$ cat src/rtl/receiver_pkg.sv
// Shared definitions for the receiver input buffer.
//   state_t       : serialiser FSM states (IDLE, WRITE)
//   MODE_IQ       : write I then Q for every channel
//   MODE_I_ONLY   : write only the I word of every channel
//   words_per_set : number of memory words produced by one captured set
package receiver_pkg;

  typedef enum logic {
    IDLE  = 1'b0,
    WRITE = 1'b1
  } state_t;

  localparam logic MODE_IQ     = 1'b0;
  localparam logic MODE_I_ONLY = 1'b1;

  function automatic int words_per_set(input int num_ch, input logic mode);
    return (mode == MODE_I_ONLY) ? num_ch : 2 * num_ch;
  endfunction

endpackage

$ cat src/rtl/addr_ring_counter.sv
// Circular write-address generator.
// Ports:
//   dsp_clk : clock, rising edge
//   rst     : synchronous active-low reset
//   inc     : a word is written at this edge; register its address and advance
//   addr    : registered address of the word currently being written
//   wrap    : registered, high with the word written to BASE_ADDR+DEPTH-1
module addr_ring_counter #(
  parameter int ADDR_W    = 16,
  parameter int BASE_ADDR = 0,
  parameter int DEPTH     = 1024
) (
  input  logic              dsp_clk,
  input  logic              rst,
  input  logic              inc,
  output logic [ADDR_W-1:0] addr,
  output logic              wrap
);

  localparam logic [ADDR_W-1:0] FIRST = ADDR_W'(BASE_ADDR);
  localparam logic [ADDR_W-1:0] LAST  = ADDR_W'(BASE_ADDR + DEPTH - 1);

  // ptr is the address the next word will use; addr holds the last one used
  // so the memory side sees a stable address while write_en_out is low.
  logic [ADDR_W-1:0] ptr;

  always_ff @(posedge dsp_clk) begin
    if (!rst) begin
      ptr  <= FIRST;
      addr <= FIRST;
      wrap <= 1'b0;
    end else begin
      wrap <= 1'b0;
      if (inc) begin
        addr <= ptr;
        wrap <= (ptr == LAST);
        ptr  <= (ptr == LAST) ? FIRST : ptr + ADDR_W'(1);
      end
    end
  end

endmodule

$ cat src/rtl/receiver_input_buffer.sv
// Captures NUM_CH I/Q sample pairs on a one-cycle strobe and serialises them
// into a one-word-per-cycle memory write stream over a circular buffer.
// Ports:
//   dsp_clk, rst            : clock and synchronous active-low reset
//   enable                  : allow new captures
//   mode                    : MODE_IQ or MODE_I_ONLY, sampled at capture
//   sample_valid            : one-cycle strobe qualifying the sample inputs
//   inphase_input, quad_input : packed samples, channel 0 in the LSBs
//   clr_overflow            : clears the sticky overflow flag
//   write_data, write_addr, write_en_out, buf_wrap : registered write stream
//   busy                    : a set is being written out
//   overflow                : sticky, a set was dropped
// Handshake: there is no back-pressure. A set is accepted when
// sample_valid & enable is seen while idle or while the final word of the
// current set is on the outputs; any other accepted strobe is dropped and
// flags overflow.
module receiver_input_buffer
  import receiver_pkg::*;
#(
  parameter int DATA_W    = 16,
  parameter int ADDR_W    = 16,
  parameter int NUM_CH    = 1,
  parameter int BASE_ADDR = 0,
  parameter int DEPTH     = 1024
) (
  input  logic                     dsp_clk,
  input  logic                     rst,
  input  logic                     enable,
  input  logic                     mode,
  input  logic                     sample_valid,
  input  logic [NUM_CH*DATA_W-1:0] inphase_input,
  input  logic [NUM_CH*DATA_W-1:0] quad_input,
  input  logic                     clr_overflow,
  output logic [DATA_W-1:0]        write_data,
  output logic [ADDR_W-1:0]        write_addr,
  output logic                     write_en_out,
  output logic                     buf_wrap,
  output logic                     busy,
  output logic                     overflow
);

  localparam int IDX_W = $clog2(2 * NUM_CH) + 1;
  localparam int SET_W = NUM_CH * DATA_W;

  state_t             state, state_nx;
  logic [IDX_W-1:0]   idx, idx_nx, nxt_idx, last_idx;
  logic [SET_W-1:0]   hold_i, hold_q;
  logic               hold_mode;
  logic               accept, capture, emit, drop;
  logic [DATA_W-1:0]  data_nx, sel_word;

  assign accept   = sample_valid & enable;
  // idx is the index of the word currently on the outputs.
  assign last_idx = IDX_W'(words_per_set(NUM_CH, hold_mode) - 1);
  assign nxt_idx  = idx + IDX_W'(1);
  assign busy     = (state == WRITE);

  // Word nxt_idx of the held set: I-only walks channels, I/Q alternates.
  always_comb begin
    sel_word = '0;
    for (int c = 0; c < NUM_CH; c++) begin
      if (hold_mode == MODE_I_ONLY) begin
        if (nxt_idx == IDX_W'(c)) sel_word = hold_i[c*DATA_W +: DATA_W];
      end else begin
        if (nxt_idx == IDX_W'(2 * c))     sel_word = hold_i[c*DATA_W +: DATA_W];
        if (nxt_idx == IDX_W'(2 * c + 1)) sel_word = hold_q[c*DATA_W +: DATA_W];
      end
    end
  end

  // Word 0 of a fresh set is always channel 0 I in both modes, so it comes
  // straight from the inputs and is registered on the capture edge.
  always_comb begin
    state_nx = state;
    idx_nx   = idx;
    capture  = 1'b0;
    emit     = 1'b0;
    drop     = 1'b0;
    data_nx  = write_data;
    case (state)
      IDLE: begin
        if (accept) begin
          capture  = 1'b1;
          emit     = 1'b1;
          idx_nx   = '0;
          data_nx  = inphase_input[DATA_W-1:0];
          state_nx = WRITE;
        end
      end
      WRITE: begin
        if (idx == last_idx) begin
          if (accept) begin
            capture = 1'b1;
            emit    = 1'b1;
            idx_nx  = '0;
            data_nx = inphase_input[DATA_W-1:0];
          end else begin
            state_nx = IDLE;
          end
        end else begin
          emit    = 1'b1;
          idx_nx  = nxt_idx;
          data_nx = sel_word;
          drop    = accept;
        end
      end
      default: state_nx = IDLE;
    endcase
  end

  always_ff @(posedge dsp_clk) begin
    if (!rst) begin
      state        <= IDLE;
      idx          <= '0;
      hold_i       <= '0;
      hold_q       <= '0;
      hold_mode    <= MODE_IQ;
      write_data   <= '0;
      write_en_out <= 1'b0;
      overflow     <= 1'b0;
    end else begin
      state        <= state_nx;
      idx          <= idx_nx;
      write_data   <= data_nx;
      write_en_out <= emit;
      if (capture) begin
        hold_i    <= inphase_input;
        hold_q    <= quad_input;
        hold_mode <= mode;
      end
      // A drop in the same cycle as a clear leaves the flag set.
      if (drop)              overflow <= 1'b1;
      else if (clr_overflow) overflow <= 1'b0;
    end
  end

  addr_ring_counter #(
    .ADDR_W   (ADDR_W),
    .BASE_ADDR(BASE_ADDR),
    .DEPTH    (DEPTH)
  ) u_addr (
    .dsp_clk(dsp_clk),
    .rst    (rst),
    .inc    (emit),
    .addr   (write_addr),
    .wrap   (buf_wrap)
  );

endmodule

$ cat config.mk
export PLATFORM = sky130hd
export DESIGN_NAME = receiver_input_buffer
export DESIGN_NICKNAME = d
export VERILOG_FILES = /design/src/rtl/receiver_pkg.sv /design/src/rtl/addr_ring_counter.sv /design/src/rtl/receiver_input_buffer.sv
export SDC_FILE = /design/constraint.sdc
export NUM_CORES = 1
export LEC_CHECK = 0
export CORE_MARGIN = 2
export CORE_UTILIZATION = 50
export DETAILED_ROUTE_END_ITERATION = 7
export PLACE_DENSITY = 0.87
export SYNTH_ARGS = -nofsm -noshare
export SYNTH_HDL_FRONTEND = slang
export SYNTH_HIERARCHICAL = 1
export SYNTH_SLANG_ARGS = --single-unit
$ cat constraint.sdc
create_clock -name dsp_clk -period 2.41 [get_ports dsp_clk]
set_clock_uncertainty 0.15 [all_clocks]
set_input_delay 0.241 -clock dsp_clk [delete_from_list [all_inputs] [get_ports dsp_clk]]
set_output_delay 0.241 -clock dsp_clk [all_outputs]
set_load 0.02 [all_outputs]
* Word level (Yosys, flattened, before mapping)
Index checks and enable logic that the tools add are counted.
** Storage, ports and cells
- Input bits :: 38
- Flip-flop bits (word level) :: 86
- Output and inout bits :: 36
** Cells by class
- Bitwise logic cells :: 2
- Add/subtract/negate cells :: 3
- Reduce and logical (&&, ||, !) cells :: 3
- Multiplexer cells :: 20
- Eq/ne operators :: 3
** Operator list (number)
- $mux W16 :: 6
- $pmux W16 S2 :: 1
- $add A16 B1 Y16 const B :: 1
- $eq A16 B10 Y1 const B :: 1
- $mux W1 :: 7
- $mux W2 :: 3
- $pmux W1 S2 :: 2
- $pmux W2 S2 :: 1
- $add A2 B1 Y2 const B :: 1
- $eq A2 B1 Y1 const B :: 1
- $eq A2 B2 Y1 :: 1
- $logic_not A2 Y1 :: 1
- $reduce_and A2 Y1 :: 1
- $reduce_bool A2 Y1 :: 1
- $sub A2 B1 Y2 const B :: 1
- $and A1 B1 Y1 :: 1
- $not A1 Y1 :: 1

* Depth between registers and ports, before layout
- Depth after elaboration :: 7
- Gate-level depth with buffers :: 10

* Modules after synthesis
The synthesis kept the hierarchy.
** Modules (own cells, without submodules)
- receiver_input_buffer :: cells each 320, area each 2441.1 um^2, times used 1, sequential area each 1061.0 um^2
- addr_ring_counter :: cells each 140, area each 1385.1 um^2, times used 1, sequential area each 660.6 um^2

* Least setup slack after synthesis
OpenSTA, ideal clock, no wires.
- Path type :: reg-to-reg
- Start :: register state (netlist: busy)
- End :: register u_addr.ptr[10]
- Arrival time :: 1.942 ns
- Setup time :: 0.117 ns
- Cell stages (with the launch flop) :: 10
- Slack :: 0.201 ns
- Clock period less this slack :: 2.209 ns
- Data required time :: 2.143 ns
- Cell sequence :: dfxtp_1 a21bo_1 buf_4 nand2_1 buf_2 and3_1 nand3_1 o21ai_2 buf_2 nor2_1
** On the way
- Word-level cells in the longest chain between the ends :: 2
** Ends and longest elaborated chain
- start, declared :: line receiver_input_buffer.sv:45 : state_t state, state_nx;
- start signal, assigned :: line receiver_input_buffer.sv:122 : state <= state_nx;
- $not A1 Y1
- $pmux W1 S2 * :: line receiver_input_buffer.sv:80 : case (state)
- named net emit :: line receiver_input_buffer.sv:49 : logic accept, capture, emit, drop;
- end signal, assigned :: line addr_ring_counter.sv:37 : ptr <= (ptr == LAST) ? FIRST : ptr + ADDR_W'(1);
- end, declared :: line addr_ring_counter.sv:25 : logic [ADDR_W-1:0] ptr;
Mark *: on every way through the listed nets, which the timed path passes. The rest lies on a longest branch.
A chain may end at the register's enable or synchronous reset.

* Final worst setup path
- Start :: register idx[0]
- End :: register u_addr.ptr[11]
** On the way
- Word-level cells in the longest chain between the ends :: 3
** Ends and longest elaborated chain
- start, declared :: line receiver_input_buffer.sv:46 : logic [IDX_W-1:0] idx, idx_nx, nxt_idx, last_idx;
- start signal, assigned :: line receiver_input_buffer.sv:123 : idx <= idx_nx;
- $eq A2 B2 Y1 :: line receiver_input_buffer.sv:91 : if (idx == last_idx) begin
- $mux W1 :: line receiver_input_buffer.sv:91
- $pmux W1 S2 :: line receiver_input_buffer.sv:80
- named net emit :: line receiver_input_buffer.sv:49
The timed path passes the listed nets, and every way through them passes these cells.

==> summary.md <==
| Metric | Value |
|---|---|
| Mux cell area share after synthesis | `4.19%` |
| Syn Nets | `501` |
| Area contributors post-synth | `dfxtp_1, nand3_1, nand2_1` |
| Reg-to-reg setup timing slack | `210 ps` |
| PwrDens | `649 mW/mm2` |
| CP startpoint kind | `flop` |
| Critical Path AT | `2270 ps` |
| Final WL | `9100 um` |
| Post-synth ARST share | `0%` |
| Vias after detailed routing | `3433` |
| Post-synth top area share | `45.0%` |
| H-tree depth | `3` |
| First-pass GRT wire length | `15000 um` |
| Setup crit end kind | `flop` |
| Hold-fix buffers, CTS | `0` |
| Number of global-route vias before repair | `3234` |
| Relative slew slack | `53.8%` |
| Distinct cells, synth | `39` |
| Tot GR Track Use | `22.0%` |
| Peak supply drop | `0.342 mV` |
| Max-cap violations | `0` |
| CTS sink cnt | `86` |
| Class of the worst hold path | `in2reg` |
| EDFF count, synth | `0` |
| Final Critical Period | `2200 ps` |
| Largest family of logic cells by synthesized area | `simple AND/OR/NAND/NOR gates` |
| Share of cells above drive strength 1 | `6.18%` |
| Skew-Pair Late Insertion Delay | `360 ps` |
| Area of the core | `0.00733 mm2` |
| Post-synth top area cell | `dfxtp_1` |
| Detailed Routing Iterations Pass 1 | `4` |
| Hpwl dp | `5980 um` |
| Synthesized cell area | `0.00383 mm2` |
| Number of fill cells | `602` |
| Cells after Synth | `460` |
| Drt wl/cell | `14.7 um` |
| CTS tree | `built` |
| Root Driver | `clkbuf_8` |
| DIE HEIGHT | `91.5 um` |
| XOR/XNOR share of the synthesized area | `2.98%` |
| Total congestion overflow | `0` |
| Via density | `5.56` |
| Final ANT Viol Nets | `0` |
| Run status | `completed` |
| DIE AREA | `0.00837 mm2` |
| Yosys warns | `6` |
| CTS clk-pin slew, worst paths | `90 ps` |
| Gpl congestion | `0.814` |
| Num CTS Buffers | `9` |
| Drt drc | `0` |
| R2r worst-path depth | `7` |
| Syn-to-layout area delta | `25.2%` |
| # diodes | `0` |
| Clock buffer depth | `2` |
| Row count | `31` |
| Fmax | `0.454 GHz` |
| Starting Density | `52.2%` |
| Leakage power | `2.04 nW` |
| Worst Hold Path Cells | `2` |
| Synth Area in Compound Gates | `8.89%` |
| Crit Path Max Fanout | `13` |
| Reg2Reg Launch Point | `idx[0]` |
| Port Buffer Count | `73` |
| TNS Setup | `0 ps` |
| Layout net count | `555` |
| Hold Path End | `u_addr/addr[14]` |
| Syn Area/Cell | `8.32 um2` |
| Largest net degree at the start of global routing | `64` |
| Simple-gate share of the synthesized area | `30.7%` |
| Final period util | `91.3%` |
| Most used DFF post-synth | `dfxtp_1` |
| Final setup viols | `0` |
| HP Start | `rst` |
| Crit path kind | `reg2reg` |
| FF+latch count, synth | `86` |
| Initial antenna violation count | `0` |
| Reg-to-reg critical path endpoint | `u_addr/ptr[11]` |
| Post-synthesis adder-cell area fraction | `0.981%` |
| DR iter-0 viols | `212` |
| Worst Path Required | `2480 ps` |
| Width of the chip | `91.5 um` |
| # Post-CTS Setup Buffers | `0` |
| Resize count post-CTS | `0` |
| Layout Utilization | `65.4%` |
| Final Max Tran Viols | `0` |
| Final hold violations | `0` |
| Sequential area share after synthesis | `45.0%` |
| Worst slew pin tran | `693 ps` |
| RSZ-0062 raised after global routing | `no` |
| # IOs | `74` |
==> cell type report <==
cell class | instances | area, um2 | share of cell area [%]
Inverter | 19 | 71.3 | 1.49
Sequential cell | 86 | 1720 | 35.9
Clock inverter | 6 | 86.3 | 1.80
Multi-Input combinational cell | 314 | 1830 | 38.2
Timing Repair Buffer | 84 | 836 | 17.4
Tap cell | 99 | 124 | 2.59
Clock buffer | 9 | 124 | 2.59
==> worst max path at each step <==
| stage | startpoint | to | depth (start not counted) |
|---|---|---|---|
| 6_report | idx[0] | u_addr/ptr[11] | 7 |
| 5_1_grt | idx[0] | u_addr/ptr[11] | 7 |
| 4_1_cts | idx[0] | u_addr/ptr[11] | 7 |
| 3_5_place_dp | enable | u_addr/ptr[8] | 7 |
| 3_3_place_gp | sample_valid | u_addr/ptr[11] | 7 |
| 2_1_floorplan | busy | u_addr/ptr[10] | 9 |
==> cell families (layout without fill, tap and decap cells) <==
logic type,count (synthesis),after routing
mux,16,16
buf+inv,60,118
xor+xnor,13,13
fa+ha+maj,3,3
flops,86,86
simple gates,236,236
compound gates,46,46
==> routing by layer <==
layer,up-vias,track usage [%],routed length [um]
li1,1684,-,-
met1,1635,27.9,3980
met2,103,35.9,4380
met3,11,6.14,613
met4,0,7.45,126
met5,-,0,0
==> cell usage after synthesis, types with 2 or more instances <==
cell and count:
a21oi_2 2, and2_1 5, and3_1 3, and3b_1 2, and4_1 3, buf_1 2, buf_2 14, buf_4 5
buf_6 2, clkbuf_1 18, dfxtp_1 86, ha_1 3, inv_1 19, mux2i_1 16, nand2_1 56, nand3_1 120
nand3b_1 3, nand4_1 8, nor2_1 13, nor2b_1 16, o211a_1 16, o21ai_0 20, xnor2_1 2, xor2_1 11
==> cell usage in the layout (no fill, tap or decap), types with 2 or more instances in the layout <==
master and count:
nand3_1 120, dfxtp_1 86, clkdlybuf4s50_1 72, nand2_1 56
o21ai_0 20, inv_1 19, o211a_1 16, mux2i_1 16
nor2b_1 16, nor2_1 13, xor2_1 11, buf_4 10
clkbuf_8 9, nand4_1 8, and2_1 5, ha_1 3
and3_1 3, and4_1 3, nand3b_1 3, and3b_1 2
a21oi_2 2, clkinv_2 2, bufinv_16 2, buf_12 2
xnor2_1 2
==> flip-flops by register name, summed over array words and instances (netlist names) <==
signal / cells
hold_i: 16
hold_q: 16
u_addr/addr: 16
u_addr/ptr: 16
write_data: 16
idx: 2
busy: 1
hold_mode: 1
overflow: 1
u_addr/wrap: 1
==> critical path, cell delays in order, from the launching register on <==
cell and delay [ps]:
dfxtp_1 420, xor2_1 140, a21bo_1 220, nand2_1 150
and3_1 200, nand3_1 170, o21ai_2 510, nor2_1 120
==> through the flow <==
stage	hold WS [ps]	setup WS (ps)	instance area (um2)	total power (W)	std cells
after CTS	244	215	4790	0.00311	617
after global routing	281	28.0	4790	0.00321	617
final	256	210	4790	0.00311	617
after global placement	286	296	4580	0.00203	602
after floorplan	221	201	3830	0.00185	460
after detailed placement	292	182	4580	0.00204	602
==> where the power goes <==
| group | switching [W] | internal (W) | total, W |
|---|---|---|---|
| Combinational | 0.000258 | 0.000217 | 0.000476 |
| Clock | 0.000515 | 0.000578 | 0.00109 |
| Sequential | 0.0000463 | 0.00149 | 0.00154 |
(Power assumes the default switching activity.)
